### config.mk
export PLATFORM = sky130hd
export DESIGN_NAME = cphy_tx_sequencer
export DESIGN_NICKNAME = d
export VERILOG_FILES = /design/src/rtl/cphy_tx_sequencer.sv
export SDC_FILE = /design/constraint.sdc
export NUM_CORES = 1
export LEC_CHECK = 0
export ABC_AREA = 1
export BUFFER_PORTS_ARGS = -buffer_cell sky130_fd_sc_hd__buf_4
export CAP_MARGIN = 5
export CORE_UTILIZATION = 40
export DETAILED_ROUTE_END_ITERATION = 10
export PLACE_DENSITY = 0.73
export SLEW_MARGIN = 5
export SYNTH_ARGS = -nofsm -noshare
export SYNTH_HDL_FRONTEND = slang
export SYNTH_SLANG_ARGS = --single-unit
### constraint.sdc
create_clock -name clk -period 3.8 [get_ports clk]
set_input_delay 0.38 -clock clk [delete_from_list [all_inputs] [get_ports clk]]
set_output_delay 0.38 -clock clk [all_outputs]
set_load 0.01 [all_outputs]
### src/rtl/cphy_tx_sequencer.sv
// C-PHY HS-burst sequencer: frames mapper symbols with preamble, sync and post, one symbol per clk.
// Optional periodic sync re-insertion is enabled by defining TX_PERIODIC_SYNC_EN.
module cphy_tx_sequencer #(
  parameter int unsigned PREAMBLE_LEN  = 21,
  parameter int unsigned POST_LEN      = 7,
  parameter int unsigned SYNC_INTERVAL = 8
) (
  input  logic        clk,
  input  logic        rst_n,
  input  logic        TxReqHS,
  input  logic [15:0] TxWordData,
  input  logic        TxWordValid,
  output logic        TxWordReady,
  output logic [15:0] MapData,
  input  logic [6:0]  MapRotation,
  input  logic [6:0]  MapPolarity,
  input  logic [6:0]  MapFlip,
  output logic [2:0]  TxSymbol,
  output logic        TxSymbolValid,
  output logic        TxActive
);

  typedef enum logic [2:0] {StIdle, StPreamble, StSync, StData, StPost} state_e;

  localparam logic [7:0] PreLast  = 8'(PREAMBLE_LEN - 1);
  localparam logic [7:0] PostLast = 8'(POST_LEN - 1);
  localparam logic [2:0] SymPre   = 3'b011;
  localparam logic [2:0] SymPost  = 3'b100;

  state_e      state_q, state_d;
  logic [7:0]  cnt_q, cnt_d;
  logic [20:0] sym_q, sym_d;
  logic [2:0]  tx_sym_q, tx_sym_d;
  logic        tx_vld_q, tx_vld_d;
  logic [20:0] map_sym;
  logic        ready_window, accept, resync;

  assign MapData = TxWordData;

  always_comb begin
    map_sym = '0;
    for (int i = 0; i < 7; i++) begin
      map_sym[3*i +: 3] = {MapFlip[i], MapRotation[i], MapPolarity[i]};
    end
  end

  assign ready_window = ((state_q == StSync) && (cnt_q == 8'd6)) ||
                        ((state_q == StData) && (cnt_q == 8'd0));
  assign TxWordReady  = TxReqHS & ready_window & ~resync;
  assign accept       = TxWordReady & TxWordValid;

`ifdef TX_PERIODIC_SYNC_EN
  // Words accepted since the last sync; the first word after a sync counts as 1.
  logic [7:0] wcnt_q, wcnt_d;

  assign resync = (state_q == StData) && (cnt_q == 8'd0) && (wcnt_q == 8'(SYNC_INTERVAL));

  always_comb begin
    wcnt_d = wcnt_q;
    if (accept) begin
      wcnt_d = (state_q == StSync) ? 8'd1 : wcnt_q + 8'd1;
    end else if (resync) begin
      wcnt_d = 8'd0;
    end
  end

  always_ff @(posedge clk) begin
    if (!rst_n) wcnt_q <= 8'd0;
    else        wcnt_q <= wcnt_d;
  end
`else
  assign resync = 1'b0;
`endif

  always_comb begin
    state_d = state_q;
    cnt_d   = cnt_q;
    sym_d   = accept ? map_sym : sym_q;
    case (state_q)
      StIdle: begin
        if (TxReqHS) begin
          state_d = StPreamble;
          cnt_d   = 8'd0;
        end
      end
      StPreamble: begin
        if (cnt_q == PreLast) begin
          state_d = StSync;
          cnt_d   = 8'd0;
        end else begin
          cnt_d = cnt_q + 8'd1;
        end
      end
      StSync: begin
        if (cnt_q == 8'd6) begin
          state_d = accept ? StData : StPost;
          cnt_d   = accept ? 8'd6 : 8'd0;
        end else begin
          cnt_d = cnt_q + 8'd1;
        end
      end
      StData: begin
        // Data index counts down so sym[6] leaves first.
        if (cnt_q == 8'd0) begin
          if (accept) begin
            cnt_d = 8'd6;
          end else begin
            state_d = resync ? StSync : StPost;
          end
        end else begin
          cnt_d = cnt_q - 8'd1;
        end
      end
      StPost: begin
        if (cnt_q == PostLast) begin
          state_d = StIdle;
          cnt_d   = 8'd0;
        end else begin
          cnt_d = cnt_q + 8'd1;
        end
      end
      default: begin
        state_d = StIdle;
        cnt_d   = 8'd0;
      end
    endcase
  end

  // Symbol output is decoded from next state so it is registered alongside the state.
  always_comb begin
    tx_sym_d = 3'b000;
    tx_vld_d = 1'b1;
    case (state_d)
      StPreamble: tx_sym_d = SymPre;
      StSync:     tx_sym_d = ((cnt_d == 8'd0) || (cnt_d == 8'd6)) ? SymPre : SymPost;
      StData:     tx_sym_d = sym_d[3*cnt_d[2:0] +: 3];
      StPost:     tx_sym_d = SymPost;
      default:    tx_vld_d = 1'b0;
    endcase
  end

  always_ff @(posedge clk) begin
    if (!rst_n) begin
      state_q  <= StIdle;
      cnt_q    <= 8'd0;
      sym_q    <= '0;
      tx_sym_q <= 3'b000;
      tx_vld_q <= 1'b0;
    end else begin
      state_q  <= state_d;
      cnt_q    <= cnt_d;
      sym_q    <= sym_d;
      tx_sym_q <= tx_sym_d;
      tx_vld_q <= tx_vld_d;
    end
  end

  assign TxSymbol      = tx_sym_q;
  assign TxSymbolValid = tx_vld_q;
  assign TxActive      = tx_vld_q;

endmodule

==> impl_metrics.toml, run 1 <==
[floorplan]
die_h_um = 78.2
coreArea_um2 = 5540
chipWidth_um = 78.2
dieArea_um2 = 6110
start_util_pct = 41.9
pin_count = 63
placementRows = 27

[cts]
worstSkewPairLatency_ns = 0.29
clock_sinks = 36
cts.repair.resized = 0
cts.root.buffer_cell = "clkbuf_8"
cts_setup_buffers = 0
htree_levels = 2
path_clk_slew_ns = 0.07
tritoncts = "yes"
cts_hold_buf = 0
cts-buffers-inserted = 5
cts_max_path_buffers = 2

[setup_path]
critical_path_class = "reg -> reg"
required_ns = 4.01
critPathCaptureType = "flip-flop"
startpoint_type = "flip-flop"
cp_max_fo = 11
worstPathArrival_ns = 3.22

[cells_and_area]
fillers = 590
drive_gt1_share_pct = 15.5
fin_util_pct = 45.8
nNetsFinal = 416
stdcell_count = 445
n_antenna_cell = 0
finish.instance_area_um2 = 2540
syn_to_final_growth_pct = 9.27

[timing]
fmax_ghz = 0.332
min_period_ns = 3.01
finalHoldViolations = 0
period_share_pct = 79.2
relSlewSlack_pct = 36.8
setup_ws_ns = 0.790
finalSetupTns_ns = 0
setup_viol_count_final = 0
whs_ns = 0.313
slew_violations = 0
max_slew.worst_pin.slew_ns = 0.947
rsz0062_at_grt = "false"
finClkSkew_ns = 0.00321

[power_and_ir_drop]
p_total_mw = 0.775
power.density_nw_per_um2 = 306
p_leak_nw = 1.29
max-vdd-ir-drop_mv = 0.189

[placement]
gp_congestion = 0.896
placed_area_um2 = 2450
port_buffers = 30
placed_cells = 437
dpl.hpwl_mm = 3.92
pre_cts_ws_ns = 0.857

[detailed_routing]
ant_nets = 0
drc = 0
first_pass_iters = 4
dr.first_iter.drc_count = 167
wl_per_cell_um = 11.5
wl_mm = 5.13
num_vias = 2221
vias_per_cell = 4.99

[yosys]
synthXorXnorAreaFrac_pct = 1.13
synth-compound-area-share_pct = 10.1
syn_inst = 363
synth_top_family_by_area = "simple AND/OR/NAND/NOR gates"
yosys.area_share.simple_pct = 41.9
synth_top_area_share_pct = 31.1
synth-seq-cells = 36
synth.top_cells.by_area = "dfxtp_1 31%, nand2_1 17%, nand3_1 8.8%"
synth_fa_ha_area_share_pct = 1.62
synth_nets = 407
syn_avg_cell_area_um2 = 6.39
synth_warnings = 0
syn_area_um2 = 2320
muxShareOfSynthArea_pct = 0.431
synth_area_leader_cell = "dfxtp_1"
ys_seq_area_share_pct = 31.1
ys_types = 31

[grt]
grt_pass1_wl_mm = 8.94
grt_usage_pct = 18.6
antenna_found_initial = 0
grt_pass1_vias = 2043
grt_max_degree = 33
gr-total-overflow = 0

[run]
cap_violations = 0

[min_path]
holdCritPathClass = "in -> reg"

[run_status]
status = "complete, no violations"
-- cell usage after synthesis --
| master | count |
|---|---|
| nand2_1 | 106 |
| nand3_1 | 41 |
| nor2_1 | 40 |
| dfxtp_1 | 36 |
| inv_1 | 31 |
| a21oi_1 | 23 |
| buf_4 | 19 |
| o21ai_0 | 11 |
| or2_2 | 7 |
| buf_2 | 5 |
| nor3_1 | 4 |
| clkbuf_1 | 3 |
| ha_1 | 3 |
| inv_2 | 3 |
| nand2_2 | 3 |
| nand3_2 | 3 |
| nand4_1 | 3 |
| o21a_1 | 3 |
| xor2_1 | 3 |
| a21oi_2 | 2 |
| nand3b_1 | 2 |
| nor2_4 | 2 |
| o21ai_1 | 2 |
| a31oi_1 | 1 |
| buf_6 | 1 |
| mux2i_1 | 1 |
| nand3_4 | 1 |
| nor2_8 | 1 |
| nor3b_1 | 1 |
| nor4_1 | 1 |
| o311ai_0 | 1 |
-- placed cells by master, fill, tap and decap left out --
| master | instances |
|---|---|
| nand2_1 | 106 |
| nand3_1 | 41 |
| nor2_1 | 40 |
| dfxtp_1 | 36 |
| inv_1 | 31 |
| buf_4 | 30 |
| a21oi_1 | 23 |
| o21ai_0 | 11 |
| or2_2 | 7 |
| clkbuf_8 | 6 |
| nor3_1 | 4 |
| nand2_2 | 3 |
| inv_2 | 3 |
| nand3_2 | 3 |
| nand4_1 | 3 |
| o21a_1 | 3 |
| xor2_1 | 3 |
| ha_1 | 3 |
| nor2_4 | 2 |
| o21ai_1 | 2 |
| a21oi_2 | 2 |
| nand3b_1 | 2 |
| clkbuf_1 | 2 |
| nor2_8 | 1 |
| nand3_4 | 1 |
| mux2i_1 | 1 |
| nor4_1 | 1 |
| nor3b_1 | 1 |
| o311ai_0 | 1 |
| a31oi_1 | 1 |
-- power breakdown --
group / internal, mW / total, mW / switching (mW)
sequential: 0.382 / 0.386 / 0.00400
clock: 0.148 / 0.277 / 0.129
combinational: 0.0459 / 0.112 / 0.0660
-- path summary, 6_finish.rpt --
check | startpoint | to | slack, ns | cells after the start
hold / removal | rst_n | cnt_q[5] | 0.31 | 3
setup reg to reg | cnt_q[0] | TxSymbol[0] | 0.79 | 14
hold reg to reg | sym_q[10] | sym_q[10] | 0.47 | 2
setup / recovery | cnt_q[0] | TxSymbol[0] | 0.79 | 14
-- area by class of cell --
cell class              count  area (µm²)  share of cell area (%)
clock buffers               8        90.1                    3.55
inverters                  34         128                    5.03
multi-input cells         265        1280                    50.6
flip-flops and latches     36         721                    28.4
well taps                  72        90.1                    3.55
repair buffers             30         225                    8.88
-- critical path, cell delays in order (launching register included) --
cell and delay (ns):
dfxtp_1 0.36, inv_1 0.17, ha_1 0.28, nand2_1 0.07, nor2_1 0.08, nand2_1 0.08
nand2_1 0.11, nand3_2 0.18, o21ai_1 0.56, nand2_1 0.38, nor2_1 0.25, nand2_1 0.09
nand3_1 0.10, nand3_1 0.08, a21oi_1 0.14
-- metal layers --
metal / up-vias / share of wire [%] / GRT usage [%]
li1: 1159 / - / -
met1: 985 / 44 / 22.9
met2: 63 / 46 / 29.4
met3: 14 / 6.2 / 4.53
met4: 0 / 3.4 / 10.7
met5: - / 0 / 0
-- state kept, by name, indices dropped and copies added (netlist names) --
name and count:
cnt_q 8, TxActive 1, state_q 3, TxSymbol 3, sym_q 21
-- cell families after synthesis --
kind of cell    Yosys count
buf+inv                  62
mux                       1
xor+xnor                  3
flops                    36
fa+ha+maj                 3
compound gates           43
simple gates            215
No activity file was read; power rests on OpenSTA's default activity.
==> inputs of run 2 (changes only) <==
--- a/config.mk
+++ b/config.mk
@@ -10,7 +10,7 @@
 export CAP_MARGIN = 5
 export CORE_UTILIZATION = 40
 export DETAILED_ROUTE_END_ITERATION = 10
-export PLACE_DENSITY = 0.73
+export PLACE_DENSITY = 0.75
 export SLEW_MARGIN = 5
 export SYNTH_ARGS = -nofsm -noshare
 export SYNTH_HDL_FRONTEND = slang
==> constraint.sdc (replaced) <==
create_clock -name clk -period 2.6 [get_ports clk]
set_input_delay 0.26 -clock clk [delete_from_list [all_inputs] [get_ports clk]]
set_output_delay 0.26 -clock clk [all_outputs]
set_load 0.01 [all_outputs]
==> run 2 against run 1 <==
Sequential cell count stayed put. Cell count is 1.3% higher. Highest routed layer unchanged. Critical path type unchanged. Register-to-register slack worse by 0.52 ns.
==> impl_metrics.toml, run 2 (same netlist as run 1, synthesis figures left out) <==
[run_status]
status = "complete, no violations"

[setup_path]
cp_max_fo = 15
critPathCaptureType = "flip-flop"
required_ns = 2.81
worstReg2RegEnd = "TxSymbol[1]"
rr_worst_depth = 13
critical_path_class = "reg -> reg"
startpoint_type = "flip-flop"
reg2reg_from = "cnt_q[1]"
worstPathArrival_ns = 2.54
regToRegSetupSlack_ns = 0.27

[cells_and_area]
stdcell_count = 451
drive_gt1_share_pct = 19.0
n_antenna_cell = 0
fillers = 597
syn_to_final_growth_pct = 12.2
fin_util_pct = 47.0
layout_common_cells = "104 x nand2_1, 41 x nand3_1, 39 x nor2_1"
largest_register_ffs = 21
mostFrequentLayoutCell = "nand2_1"
reg_top3 = "sym_q (21), cnt_q (8)"
regMostFlops = "sym_q"
nNetsFinal = 423

[timing]
period_share_pct = 89.7
max_slew.worst_pin.slew_ns = 0.938
whs_ns = 0.196
relSlewSlack_pct = 37.4
finalHoldViolations = 0
slew_violations = 0
min_period_ns = 2.33
fmax_ghz = 0.429
finClkSkew_ns = 0.00626
setup_viol_count_final = 0

[floorplan]
coreArea_um2 = 5540
chipWidth_um = 78.2
start_util_pct = 41.9
pin_count = 63
die_h_um = 78.2
placementRows = 27
dieArea_um2 = 6110

[grt]
grt_pass1_wl_mm = 9.17
grt_usage_pct = 18.9
gr-total-overflow = 0
grt_max_degree = 33
grt_pass1_vias = 2082
antenna_found_initial = 0

[placement]
dpl.hpwl_mm = 4.02
placed_cells = 442
port_buffers = 30
gp_congestion = 0.909

[cts]
htree_levels = 2
path_clk_slew_ns = 0.07
cts_max_path_buffers = 2
cts-buffers-inserted = 5
clock_sinks = 36
tritoncts = "yes"
cts.root.buffer_cell = "clkbuf_8"
worstSkewPairLatency_ns = 0.29

[min_path]
whs_path_depth = 3
holdCritPathClass = "in -> reg"
min-delay-start = "rst_n"
holdPathEnd = "cnt_q[6]"

[detailed_routing]
first_pass_iters = 4
dr.first_iter.drc_count = 116
wl_per_cell_um = 11.7
drc = 0
ant_nets = 0
num_vias = 2263
vias_per_cell = 5.02
wl_mm = 5.27

[power_and_ir_drop]
power.density_nw_per_um2 = 427
p_leak_nw = 1.32
max-vdd-ir-drop_mv = 0.324

[run]
cap_violations = 0
## run 2: what timing repair did
item / in CTS / in global routing
hold buffers: 0 / 0
setup endpoints to repair: 0 / 3
setup buffers: 0 / 2
gates resized for setup: 0 / 10
endpoints found under the hold margin: 0 / 0
## run 2: worst max-delay path by stage
stage / from / to / slack (ns) / cells past startpoint
after global placement: cnt_q[1] / TxSymbol[1] / 0.17 / 16
final: cnt_q[1] / TxSymbol[1] / 0.27 / 13
after floorplan: cnt_q[0] / TxSymbol[0] / 0.49 / 14
after CTS: cnt_q[0] / TxSymbol[1] / 0.07 / 16
after detailed placement: cnt_q[0] / TxSymbol[1] / 0.09 / 16
after global routing: cnt_q[1] / TxSymbol[1] / -0.02 / 16
## run 2: through the flow
step,TNS [ns],power [mW],area [µm²],setup WS (ns)
6_report,0,1.11,2610,0.268
3_5_place_dp,0,0.749,2480,0.0946
5_1_grt,-0.0205,1.18,2610,-0.0205
4_1_cts,0,1.12,2560,0.0676
2_1_floorplan,0,0.715,2320,0.489
3_3_place_gp,0,0.747,2480,0.167
## run 2: layout make-up
| cell class | count | area, µm² | share of cell area [%] |
|---|---|---|---|
| inverters | 34 | 130 | 5.00 |
| flip-flops and latches | 36 | 722 | 27.7 |
| multi-input cells | 265 | 1310 | 50.2 |
| well taps | 72 | 90.1 | 3.46 |
| repair buffers | 37 | 278 | 10.7 |
| clock buffers | 6 | 72.6 | 2.79 |
| clock inverters | 1 | 5.00 | 0.192 |
## run 2: power by group
part / total, mW / switching, mW / internal [mW] / leakage, nW
Combinational: 0.179 / 0.102 / 0.0774 / 0.987
Clock: 0.369 / 0.187 / 0.182 / 0.0410
Sequential: 0.564 / 0.00463 / 0.559 / 0.292
Total: 1.11 / 0.293 / 0.818 / 1.32
## run 2: per-layer routing
metal / track usage, % / part of all wire [%]
met1: 23.6 / 46
met2: 30.5 / 45
met3: 3.72 / 5.5
met4: 10.2 / 3.5
met5: 0 / 0
## run 2: critical path: stages (launching register included)
cell and delay [ns]:
dfxtp_1 0.44, inv_1 0.13, ha_4 0.19, nand2_2 0.12, nor2_8 0.07, nand2_1 0.07
nand2_2 0.07, nand3_4 0.15, a21oi_1 0.14, nor3b_1 0.42, nand2_1 0.13, nor2_1 0.12
nor2_1 0.06, a21oi_1 0.13
==> inputs of run 3 (changes only) <==
--- a/config.mk
+++ b/config.mk
@@ -6,11 +6,11 @@
 export NUM_CORES = 1
 export LEC_CHECK = 0
 export ABC_AREA = 1
-export BUFFER_PORTS_ARGS = -buffer_cell sky130_fd_sc_hd__buf_4
 export CAP_MARGIN = 5
 export CORE_UTILIZATION = 40
 export DETAILED_ROUTE_END_ITERATION = 10
-export PLACE_DENSITY = 0.75
+export DONT_BUFFER_PORTS = 1
+export PLACE_DENSITY = 0.53
 export SLEW_MARGIN = 5
 export SYNTH_ARGS = -nofsm -noshare
 export SYNTH_HDL_FRONTEND = slang
==> run 3 against run 2 <==
Critical endpoint is now TxSymbol[2]. Worst setup slack got worse by 0.0077 ns. Via count down 6.8%. Critical path depth is 2 higher.
==> impl_metrics.toml, run 3 (same netlist as run 1, synthesis figures left out) <==
[grt]
antenna_found_initial = 0
grt_max_degree = 33
grt_pass1_vias = 2031
grt_usage_pct = 19.2
gr-total-overflow = 0
grt_pass1_wl_mm = 9.20

[setup_path]
worstPathArrival_ns = 2.46
startpoint_type = "flip-flop"
slowest_stage = "dfxtp_2"
critPathCaptureType = "flip-flop"
slowest_delay_ns = 0.36
cp_cell_sequence = "inv_2 -> ha_4 -> nand2_2 -> nor2_8 -> nand2_1 -> nand2_2 -> nand3_4 -> buf_4 -> or2_2 -> o21ai_1 -> nand3_1 -> nand3_1 -> nand3_1 -> nand3_1 -> a21oi_1"
cp_max_fo = 8
required_ns = 2.72
critical_path_class = "reg -> reg"
cpMostUsedCell = "nand3_1"

[timing]
setup_viol_count_final = 0
finClkSkew_ns = 0.00391
min_period_ns = 2.34
setup_ws_ns = 0.261
period_share_pct = 90.0
whs_ns = 0.0736
finalSetupTns_ns = 0
rsz0062_at_grt = "false"
finalHoldViolations = 0
relSlewSlack_pct = 33.4
fmax_ghz = 0.427
slew_violations = 0
max_slew.worst_pin.slew_ns = 0.998

[floorplan]
coreArea_um2 = 5540
start_util_pct = 41.9
pin_count = 63
die_h_um = 78.2
placementRows = 27
chipWidth_um = 78.2
dieArea_um2 = 6110

[cells_and_area]
regMostFlops = "sym_q"
nNetsFinal = 400
fillers = 617
largest_register_ffs = 21
mostFrequentLayoutCell = "nand2_1"
fin_util_pct = 44.3
n_antenna_cell = 0
reg_top3 = "sym_q (21), cnt_q (8)"
seq_area_um2 = 722
drive_gt1_share_pct = 14.0
multi_input_area_um2 = 1300
syn_to_final_growth_pct = 5.82
layout_common_cells = "105 x nand2_1, 41 x nand3_1, 38 x nor2_1"

[detailed_routing]
wl_mm = 5.36
vias_per_cell = 4.93
wl_per_cell_um = 12.5
num_vias = 2109
drc = 0
ant_nets = 0
dr.first_iter.drc_count = 117
first_pass_iters = 4

[power_and_ir_drop]
p_total_mw = 1.13
p_leak_nw = 1.22
power.density_nw_per_um2 = 461
max-vdd-ir-drop_mv = 0.272

[placement]
dpl.hpwl_mm = 4.11
port_buffers = 0
gp_congestion = 0.801
pre_cts_ws_ns = 0.0481

[run]
cap_violations = 0

[cts]
cts_max_path_buffers = 2
clock_sinks = 36
cts.root.buffer_cell = "clkbuf_8"
cts_hold_buf = 0
cts-buffers-inserted = 5
tritoncts = "yes"
worstSkewPairLatency_ns = 0.28
htree_levels = 2
path_clk_slew_ns = 0.07

[min_path]
holdCritPathClass = "in -> reg"

[run_status]
status = "complete, no violations"
-- run 3: cell types whose count changed in the layout (fill, tap and decap cells not counted), sizes merged --
cell    before  now
buf         37   14
clkbuf       6    7
clkinv       1    0
-- run 3: per-layer routing --
layer	track usage [%]	wire length, µm	up-vias	share of wire (%)
li1	-	-	1129	-
met4	8.52	133	0	2.5
met1	24.0	2450	918	46
met2	30.9	2480	47	46
met3	5.12	284	15	5.3
met5	0	0	-	0
-- run 3: critical path, delay by kind of cell, from the launching register on --
family	cells	cell delay (ns)
compound gates	2	0.17
fa+ha+maj	1	0.15
buf+inv	2	0.29
flops	1	0.36
simple gates	10	1.21
-- run 3: cell type report --
class | instances | area share (%)
multi-input combinational | 265 | 53.0
sequential | 36 | 29.4
inverter | 34 | 5.20
timing repair buffer | 14 | 4.79
clock buffer | 7 | 3.92
tap | 72 | 3.67
-- run 3: final timing paths --
check,start,endpoint,slack (ns),depth (start not counted)
min,rst_n,cnt_q[6],0.07,2
max reg2reg,cnt_q[1],TxSymbol[2],0.26,15
max,cnt_q[1],TxSymbol[2],0.26,15
min reg2reg,sym_q[4],sym_q[4],0.47,2
-- run 3: where the power goes --
group	leakage (nW)	internal, mW	switching, mW
combinational	0.879	0.0549	0.0925
sequential	0.292	0.559	0.00803
clock	0.0503	0.236	0.182
-- run 3: what timing repair did --
item,4_1_cts,5_1_grt
gates resized for setup,0,8
setup buffers,0,3
setup endpoints to repair,0,3
-- run 3: metrics by stage --
stage                     cells  cell area [µm²]
after floorplan             363             2320
after global placement      418             2320
after detailed placement    418             2320
after CTS                   425             2410
after global routing        428             2460
final                       428             2460
